`config.mk`:
```
export PLATFORM = sky130hd
export DESIGN_NAME = rr_grant_ctrl_flat
export DESIGN_NICKNAME = d
export VERILOG_FILES = /design/src/rtl/rr_grant_ctrl_pkg.sv /design/src/rtl/rr_grant_ctrl_if.sv /design/src/rtl/rr_rotate4.sv /design/src/rtl/rr_grant_ctrl.sv /design/src/flat_wrapper.sv
export SDC_FILE = /design/constraint.sdc
export NUM_CORES = 1
export LEC_CHECK = 0
export BUFFER_PORTS_ARGS = -buffer_cell sky130_fd_sc_hd__buf_2
export CELL_PAD_IN_SITES_DETAIL_PLACEMENT = 1
export CELL_PAD_IN_SITES_GLOBAL_PLACEMENT = 1
export CORE_UTILIZATION = 42
export CTS_CLUSTER_DIAMETER = 50
export DETAILED_ROUTE_END_ITERATION = 8
export PLACE_DENSITY = 0.9
export SYNTH_ARGS = -nofsm -noshare
export SYNTH_HDL_FRONTEND = slang
export SYNTH_SLANG_ARGS = --single-unit
```
`constraint.sdc`:
```
create_clock -name Clk -period 3.65 [get_ports Clk]
set_clock_uncertainty 0.2 [all_clocks]
set_input_delay 0.1825 -clock Clk [delete_from_list [all_inputs] [get_ports Clk]]
set_output_delay 0.1825 -clock Clk [all_outputs]
set_load 0.02 [all_outputs]
```
`src/rtl/rr_grant_ctrl_pkg.sv`:
```
// Shared widths, FSM encoding and defaults for the round-robin grant controller.
package rr_grant_ctrl_pkg;

   localparam int NUM_REQ          = 4;
   localparam int IDX_W            = 2;
   localparam int DEFAULT_MAX_HOLD = 16;

   localparam logic [0:0] ST_IDLE  = 1'b0;
   localparam logic [0:0] ST_GRANT = 1'b1;

   typedef logic [NUM_REQ-1:0] req_vec_t;
   typedef logic [IDX_W-1:0]   req_idx_t;

endpackage

```
`src/rtl/rr_grant_ctrl_if.sv`:
```
// Requester-side bundle of the arbiter: request/release inputs and grant/status outputs.
interface rr_grant_ctrl_if;
   import rr_grant_ctrl_pkg::*;

   req_vec_t Req;
   req_vec_t Done;
   req_vec_t Grant;
   logic     Grant_Valid;
   req_idx_t Grant_Id;
   logic     Timeout;
   req_idx_t Ptr;

   modport master (
      output Req, Done,
      input  Grant, Grant_Valid, Grant_Id, Timeout, Ptr
   );

   modport slave (
      input  Req, Done,
      output Grant, Grant_Valid, Grant_Id, Timeout, Ptr
   );

endinterface

```
`src/rtl/rr_rotate4.sv`:
```
// Combinational 4-bit ring rotate-left: dout[i] = din[(i - amt) mod 4].
module rr_rotate4 (
   input  logic [3:0] din,
   input  logic [1:0] amt,
   output logic [3:0] dout
);

   always_comb begin
      case (amt)
         2'd0:    dout = din;
         2'd1:    dout = {din[2:0], din[3]};
         2'd2:    dout = {din[1:0], din[3:2]};
         default: dout = {din[0], din[3:1]};
      endcase
   end

endmodule

```
`src/rtl/rr_grant_ctrl.sv`:
```
// Four-way round-robin arbiter: grants are held until Done, request drop or hold
// limit, followed by one idle cycle in which the next winner is chosen.
module rr_grant_ctrl
   import rr_grant_ctrl_pkg::*;
#(
   parameter int MAX_HOLD = DEFAULT_MAX_HOLD,
   parameter int CNT_W    = 5
) (
   input logic            Clk,
   input logic            Rst_n,
   rr_grant_ctrl_if.slave bus
);

   localparam bit               HAS_LIMIT = (MAX_HOLD != 0);
   localparam logic [CNT_W-1:0] LIMIT     = CNT_W'((MAX_HOLD == 0) ? 0 : MAX_HOLD - 1);

   logic [0:0]       state_q;
   req_vec_t         grant_q;
   logic             grant_valid_q;
   req_idx_t         grant_id_q;
   logic             timeout_q;
   req_idx_t         ptr_q;
   logic [CNT_W-1:0] cnt_q;

   req_idx_t align_amt;
   req_vec_t aligned_req;
   req_vec_t aligned_win;
   req_vec_t win_onehot;
   req_idx_t win_id;

   logic own_done;
   logic own_req;
   logic at_limit;
   logic release_now;

   // Rotate so the pointer position sits at bit 0, pick the lowest set bit, rotate back.
   assign align_amt   = 2'd0 - ptr_q;
   assign aligned_win = aligned_req & (~aligned_req + 4'd1);

   rr_rotate4 u_align (
      .din  (bus.Req),
      .amt  (align_amt),
      .dout (aligned_req)
   );

   rr_rotate4 u_restore (
      .din  (aligned_win),
      .amt  (ptr_q),
      .dout (win_onehot)
   );

   always_comb begin
      win_id = '0;
      for (int i = 0; i < NUM_REQ; i++) begin
         if (win_onehot[i]) win_id = req_idx_t'(i);
      end
   end

   assign own_done    = bus.Done[grant_id_q];
   assign own_req     = bus.Req[grant_id_q];
   assign at_limit    = HAS_LIMIT && (cnt_q == LIMIT);
   assign release_now = own_done || !own_req || at_limit;

   // Timeout is asserted only when the hold limit is the sole reason for release.
   always_ff @(posedge Clk) begin
      if (!Rst_n) begin
         state_q       <= ST_IDLE;
         grant_q       <= '0;
         grant_valid_q <= 1'b0;
         grant_id_q    <= '0;
         timeout_q     <= 1'b0;
         ptr_q         <= '0;
         cnt_q         <= '0;
      end else begin
         timeout_q <= 1'b0;
         case (state_q)
            ST_IDLE: begin
               if (|bus.Req) begin
                  grant_q       <= win_onehot;
                  grant_valid_q <= 1'b1;
                  grant_id_q    <= win_id;
                  cnt_q         <= '0;
                  state_q       <= ST_GRANT;
               end
            end
            default: begin
               if (release_now) begin
                  grant_q       <= '0;
                  grant_valid_q <= 1'b0;
                  ptr_q         <= grant_id_q + 2'd1;
                  timeout_q     <= !own_done && own_req;
                  state_q       <= ST_IDLE;
               end else begin
                  cnt_q <= (&cnt_q) ? cnt_q : cnt_q + 1'b1;
               end
            end
         endcase
      end
   end

   assign bus.Grant       = grant_q;
   assign bus.Grant_Valid = grant_valid_q;
   assign bus.Grant_Id    = grant_id_q;
   assign bus.Timeout     = timeout_q;
   assign bus.Ptr         = ptr_q;

endmodule

```
`src/flat_wrapper.sv`:
```
// flat-port wrapper written by rule: the top's interface ports become plain ports
module rr_grant_ctrl_flat import rr_grant_ctrl_pkg::*;
#(
   parameter int MAX_HOLD = DEFAULT_MAX_HOLD,
   parameter int CNT_W    = 5
)
  (Clk, Rst_n, bus_Req, bus_Done, bus_Grant, bus_Grant_Valid, bus_Grant_Id, bus_Timeout, bus_Ptr);
  rr_grant_ctrl_if bus_i ();
  input logic Clk;
  input logic Rst_n;
  input wire logic [$bits(bus_i.Req)-1:0] bus_Req;
  input wire logic [$bits(bus_i.Done)-1:0] bus_Done;
  output wire logic [$bits(bus_i.Grant)-1:0] bus_Grant;
  output wire logic [$bits(bus_i.Grant_Valid)-1:0] bus_Grant_Valid;
  output wire logic [$bits(bus_i.Grant_Id)-1:0] bus_Grant_Id;
  output wire logic [$bits(bus_i.Timeout)-1:0] bus_Timeout;
  output wire logic [$bits(bus_i.Ptr)-1:0] bus_Ptr;
  assign bus_i.Req = bus_Req;
  assign bus_i.Done = bus_Done;
  assign bus_Grant = bus_i.Grant;
  assign bus_Grant_Valid = bus_i.Grant_Valid;
  assign bus_Grant_Id = bus_i.Grant_Id;
  assign bus_Timeout = bus_i.Timeout;
  assign bus_Ptr = bus_i.Ptr;
  rr_grant_ctrl #(.MAX_HOLD(MAX_HOLD), .CNT_W(CNT_W)) u_core (.Clk(Clk), .Rst_n(Rst_n), .bus(bus_i));
endmodule
```
==> results.toml, run 1 <==
[layout]
drive_gt1_share_pct = 20.63
finalNonFillerCells = 154
final_nets = 140
n_antenna_cell = 0
fin_area_mm2 = 0.001086
syn_to_final_growth_pct = 11.71

[die]
rows = 17
die_y_um = 50.11
core_area_mm2 = 0.002191
die_area_mm2 = 0.002511
start_util_pct = 44.37
io_pins = 20
fp.dieW_um = 50.11

[synthesis]
async_flop_share_pct = 0
syn_inst = 111
synth_top_family_by_area = "compound AO/OA/AOI/OAI gates"
synth_common_cells = "dfxtp_1 (16), inv_1 (7), nand3_1 (6), nor2b_1 (6), o21ai_0 (6)"
ys_seq_area_share_pct = 32.95
synth_largest_area_cell = "dfxtp_1"
synth_xor_area_share_pct = 0.9009
synth_fa_ha_area_share_pct = 3.861
avgSynthCellArea_um2 = 8.758
synth-simple-area-share_pct = 22.52
synth_fp_nets = 124
synth-main-ff-cell = "dfxtp_1"
synth_cell_type_count = 35
synth_top_cell_area_share_pct = 32.95
muxShareOfSynthArea_pct = 6.692
synth-edff-count = 0
synth.most_common_cell = "dfxtp_1"
synthesis.area_um2 = 972.2
synth_seq_cells = 16
synth_area_leaders = "dfxtp_1 (33%), mux4_2 (4.6%), ha_1 (3.9%)"
ys_warn_count = 0
synth_compound_area_share_pct = 24.97

[pwr]
p_total_w = 0.0004373
power_leakage_nw = 0.4511
ir_drop_uv = 212.8
p_per_area_mw_per_mm2 = 402.6

[drt]
wl_per_cell_um = 16.96
via_per_inst = 6.045
dr.pass1.iters = 4
drc_errors = 0
dr.first_iter.drc_count = 24
wl_um = 2612
via_count = 931
ant_nets = 0

[global_route]
first_global_vias = 929
grt_pass1_wl_um = 4478
grt_usage_pct = 23.42
antenna_found_initial = 0
grt_max_degree = 15
gr-total-overflow = 0

[placed_design]
routabilityCongestion = 0.8325
placed_area_mm2 = 0.001050
dp_hpwl_um = 1998
dp_cells = 150
portBuffers = 19

[worst_setup_path]
worstPathCellList = "ha_1 -> and3_1 -> ha_1 -> or3_1 -> or4_1 -> a21oi_1"
cpPeakStageDelay_ns = 0.43
arrival_ns = 2.36
crit_slowest_cell = "or4_1"
r2r_end = "u_core.cnt_q[2]$_SDFFE_PN0P_"
critPathRequiredTime_ns = 3.68
cp-end-kind = "flop"
crit_top_cell = "ha_1"
r2r_start = "u_core.cnt_q[0]$_SDFFE_PN0P_"
crit_type = "flop to flop"
r2r_slack_ns = 1.32
reg2reg_depth = 6
crit_fanout = 7
start_kind = "flop"

[clock_network]
cts.clk_slew.worst_paths_ns = 0.10
root_buffer = "clkbuf_4"
insertion_delay_ns = 0.29
cts_setup_buffers = 0
cts-buffers-inserted = 3
cts.sinks = 16
cts_tree = "built"
post_cts_resized = 0
clock_path_buffers = 2
holdBufCountCts = 0
cts-htree-levels = 1

[run]
maxCapViolations = 0

[worst_hold_path]
min_from = "Rst_n"
hold_path_depth = 2
min_to = "u_core.bus.Grant_Valid$_SDFFE_PN0P_"
hp-class = "input pin to flop"

[timing]
rsz0062_at_grt = "no"
min_period_ns = 2.335
worstMarginPinSlew_ns = 0.5321
slew_viol_final = 0
slew_headroom_pct = 64.23
setup_viol = 0
fmax_mhz = 428.3
tns_ns = 0
finalHoldViolCount = 0
final.period_utilization_pct = 63.97

[status]
status = "completed"
[cell families after synthesis]
group	after synthesis
AO/OA/AOI/OAI	35
XOR/XNOR	1
adder cells (fa/ha/maj)	3
buffers and inverters	15
flip-flops	16
multiplexers	4
AND/OR/NAND/NOR	37
[cells in the final DEF, fill, tap and decap left out, types with 2 or more instances in the layout]
cell type and instances:
dfxtp_1 16, a211oi_1 3, inv_1 7, nand2_1 3, a21oi_1 4, nor2b_1 6, o41ai_1 2, and3_1 2
nand4_1 4, nor2_1 3, o21ai_0 6, o211a_1 2, o211ai_1 3, mux4_2 2, o2111ai_1 2, nand3_1 6
or3_1 2, o31ai_1 2, clkbuf_4 3, o22ai_1 2, mux2i_1 2, ha_1 3, nand2b_1 5, a31oi_1 4
buf_2 19, or4_1 4
[metal layers]
| metal | vias to the layer above | routed length [um] | track usage [%] |
|---|---|---|---|
| met1 | 455 | 1245 | 31.47 |
| met3 | 5 | 49 | 2.778 |
| li1 | 454 | - | - |
| met4 | 0 | 28 | 7.143 |
| met2 | 17 | 1288 | 38.44 |
| met5 | - | 0 | 0 |
[how the worst max path moves through the flow]
| stage | startpoint | to | slack (ns) | depth (start not counted) |
|---|---|---|---|---|
| 6_report | u_core.cnt_q[0]$_SDFFE_PN0P_ | u_core.cnt_q[2]$_SDFFE_PN0P_ | 1.32 | 6 |
| 5_1_grt | u_core.cnt_q[0]$_SDFFE_PN0P_ | u_core.cnt_q[2]$_SDFFE_PN0P_ | 1.15 | 6 |
| 4_1_cts | u_core.cnt_q[0]$_SDFFE_PN0P_ | u_core.cnt_q[2]$_SDFFE_PN0P_ | 1.33 | 6 |
| 3_5_place_dp | u_core.cnt_q[0]$_SDFFE_PN0P_ | u_core.cnt_q[2]$_SDFFE_PN0P_ | 1.36 | 6 |
| 3_3_place_gp | u_core.cnt_q[0]$_SDFFE_PN0P_ | u_core.cnt_q[3]$_SDFFE_PN0P_ | 1.49 | 6 |
| 2_1_floorplan | u_core.cnt_q[0]$_SDFFE_PN0P_ | u_core.cnt_q[2]$_SDFFE_PN0P_ | 1.55 | 6 |
[metrics by stage]
step	util, %	hold WS, ns	setup slack [ns]
floorplan	-	0.1598	1.549
global placement	47.92	0.2697	1.491
detailed placement	47.92	0.2839	1.364
CTS	49.57	0.05798	1.326
global route	49.57	0.06686	1.154
finish	49.57	0.06408	1.315
[power breakdown]
group	switching (W)	leakage (nW)	internal, W
sequential	0.0000183	0.131	0.000188
combinational	0.0000724	0.299	0.0000405
clock	0.0000577	0.0210	0.0000608
[final cells by class]
cell class | instances | area [um^2]
Inverter | 7 | 26.28
Multi-Input combinational cell | 80 | 573.1
Timing Repair Buffer | 19 | 95.09
Tap cell | 28 | 35.03
Clock buffer | 4 | 36.28
Fill cell | 271 | 1105
Sequential cell | 16 | 320.3
[sequential cells by signal, summed over array words and instances (netlist names)]
| register | cells |
|---|---|
| u_core.bus.Grant_Valid | 1 |
| u_core.state_q | 1 |
| u_core.bus.Ptr | 2 |
| u_core.bus.Grant | 4 |
| u_core.bus.Grant_Id | 2 |
| u_core.bus.Timeout | 1 |
| u_core.cnt_q | 5 |
[worst max-delay path: cells and delay by family (launching register included)]
family | cells | cell delay, ns
AO/OA/AOI/OAI | 1 | 0.16
flip-flops | 1 | 0.35
adder cells (fa/ha/maj) | 2 | 0.50
AND/OR/NAND/NOR | 3 | 1.06
Power figures use the tool's default switching activity.
==> run 2, diff against run 1 <==
- ABC_AREA: not set -> 1
- CORE_UTILIZATION: 42 -> 34
- PLACE_DENSITY: 0.9 -> 0.83
- clock period: 3.65 -> 2 ns (I/O delays scaled with it)
==> run 2 against run 1 <==
Area after synthesis up 9.4%. Combinational power rose to 5.3 times the previous value. Largest power group is now combinational logic. Die area up 34%.
==> results.toml, run 2 <==
[synthesis]
synth_common_cells = "nand2_1 (28), nand3_1 (25), nor2_1 (21)"
synth_fp_nets = 175
synth-edff-count = 0
synth.most_common_cell = "nand2_1"
synth-main-ff-cell = "dfxtp_1"
avgSynthCellArea_um2 = 6.565
synth_top_cell_area_share_pct = 30.12
syn_inst = 162
async_flop_share_pct = 0
synth_seq_cells = 16
synth_largest_area_cell = "dfxtp_1"
ys_seq_area_share_pct = 30.12
synthesis.area_mm2 = 0.001064
synth_area_leaders = "dfxtp_1 (30%), nand3_1 (12%), nand2_1 (9.9%)"
synth_cell_type_count = 28
ys_warn_count = 0

[global_route]
grt_pass1_wl_um = 5209
grt_usage_pct = 19.91
first_global_vias = 1223
grt_max_degree = 11
antenna_found_initial = 0
gr-total-overflow = 0

[clock_network]
clock_path_buffers = 2
cts_setup_buffers = 0
insertion_delay_ns = 0.29
cts_tree = "built"
root_buffer = "clkbuf_4"
cts-buffers-inserted = 3
cts.clk_slew.worst_paths_ns = 0.08
cts-htree-levels = 1
cts.sinks = 16

[die]
start_util_pct = 37.28
rows = 19
die_y_um = 57.93
io_pins = 20
die_area_mm2 = 0.003356
fp.dieW_um = 57.93
core_area_mm2 = 0.002853

[drt]
dr.pass1.iters = 4
drc_errors = 0
wl_um = 3049
ant_nets = 0
via_count = 1169
wl_per_cell_um = 14.05
dr.first_iter.drc_count = 77
via_per_inst = 5.387

[worst_setup_path]
arrival_ns = 1.87
r2r_start = "u_core.bus.Ptr[1]$_SDFFE_PN0P_"
r2r_slack_ns = 0.12
reg2reg_depth = 11
start_kind = "flop"
startpoint = "u_core.bus.Ptr[1]$_SDFFE_PN0P_"
cpPeakStageDelay_ns = 0.39
critPathBufInv = 1
crit_slowest_cell = "dfxtp_2"
endpoint = "u_core.bus.Grant_Id[1]$_SDFFE_PN0P_"
worstPathCellList = "buf_4 -> nand3_1 -> nand3_1 -> nor2_1 -> nor2_2 -> nand2_1 -> nand2_1 -> nor2_2 -> nand3_1 -> nor2_1 -> nor2_1"
crit_fanout = 9
cp-end-kind = "flop"
crit_type = "flop to flop"
crit_family = "simple AND/OR/NAND/NOR gates"
cp_num_cells = 11
r2r_end = "u_core.bus.Grant_Id[1]$_SDFFE_PN0P_"
critPathRequiredTime_ns = 1.99

[layout]
layout_commonest_cell = "nand2_1"
top_register = "u_core.cnt_q"
multiInputGateArea_um2 = 655.6
final_nets = 201
n_antenna_cell = 0
nFillCells = 390
finalNonFillerCells = 217
largest_register_ffs = 5
drive_gt1_share_pct = 26.88
regArea_um2 = 322.8
layout_common_cells = "nand2_1 (28), nand3_1 (25), nor2_1 (20)"
syn_to_final_growth_pct = 18.24

[timing]
slew_viol_final = 0
fmax_mhz = 532.9
finalHoldViolCount = 0
min_period_ns = 1.876
holdWs_ns = 0.04275
worstMarginPinSlew_ns = 0.2479
final.period_utilization_pct = 93.82
setup_viol = 0
tns_ns = 0
rsz0062_at_grt = "no"
slew_headroom_pct = 83.45

[worst_hold_path]
hp-class = "input pin to flop"

[pwr]
ir_drop_uv = 432.2
p_per_area_mw_per_mm2 = 949.6
power_leakage_nw = 0.6001

[placed_design]
dp_hpwl_um = 2465
portBuffers = 19
dp_cells = 213
routabilityCongestion = 0.7710

[run]
maxCapViolations = 0

[status]
status = "completed"
## run 2: final cells by class
class | count | area share [%]
inverters | 22 | 6.567
clock buffers | 3 | 1.791
flip-flops and latches | 16 | 25.67
multi-input cells | 121 | 52.14
well taps | 31 | 3.085
repair buffers | 24 | 10.75
## run 2: worst register-to-register path, cell delays in order (launching register included)
cell	delay, ns
dfxtp_2	0.39
buf_4	0.18
nand3_1	0.11
nand3_1	0.09
nor2_1	0.18
nor2_2	0.08
nand2_1	0.07
nand2_1	0.07
nor2_2	0.14
nand3_1	0.11
nor2_1	0.12
nor2_1	0.05
## run 2: worst min-delay path by stage
stage	from	end	slack, ns	cells after the start
final	bus_Req[3]	u_core.bus.Grant[3]$_SDFFE_PN0P_	0.04	3
after global routing	bus_Req[3]	u_core.bus.Grant[3]$_SDFFE_PN0P_	0.08	3
after CTS	bus_Req[3]	u_core.bus.Grant[3]$_SDFFE_PN0P_	0.03	3
after detailed placement	Rst_n	u_core.bus.Timeout$_SDFF_PN0_	0.25	3
after global placement	Rst_n	u_core.bus.Timeout$_SDFF_PN0_	0.25	3
after floorplan	bus_Req[2]	u_core.state_q$_SDFF_PN0_	0.14	4
## run 2: kinds of logic (layout without fill, tap and decap cells)
group	Yosys count	in the layout	synth area share [%]
compound gates	20	20	10.82
xor+xnor	1	1	0.8237
fa+ha+maj	3	3	3.530
buf+inv	25	49	9.882
flops	16	16	30.12
simple gates	97	97	44.82
## run 2: through the flow
stage	worst slack, ns	utilization [%]	instance area [um^2]	total power [W]
after floorplan	0.2372	-	1064	0.0008467
after global placement	0.02485	42.24	1205	0.0009912
after detailed placement	-0.03943	42.24	1205	0.001023
after CTS	0.001452	43.60	1244	0.001199
after global routing	0.01717	44.08	1257	0.001280
final	0.1236	44.08	1257	0.001194
## run 2: where the power goes
group	switching, W	leakage (nW)	internal, W	total [W]
combinational	0.000393	0.454	0.000205	0.000598
sequential	0.0000574	0.132	0.000373	0.000431
clock	0.0000949	0.0138	0.0000702	0.000165
## run 2: layer usage
| layer | wire length [um] | track usage, % | part of all wire, % | vias to the layer above |
|---|---|---|---|---|
| li1 | - | - | - | 585 |
| met1 | 1299 | 22.87 | 43 | 566 |
| met2 | 1624 | 36.12 | 53 | 13 |
| met3 | 62 | 2.232 | 2.0 | 5 |
| met4 | 61 | 10.20 | 2.0 | 0 |
| met5 | 0 | 0 | 0 | - |
## run 2: repair_timing
action                                  CTS  global route
endpoints found under the setup margin    2             7
endpoints found under the hold margin    14             0
hold buffers                              1             0
gates resized for setup                   2             4
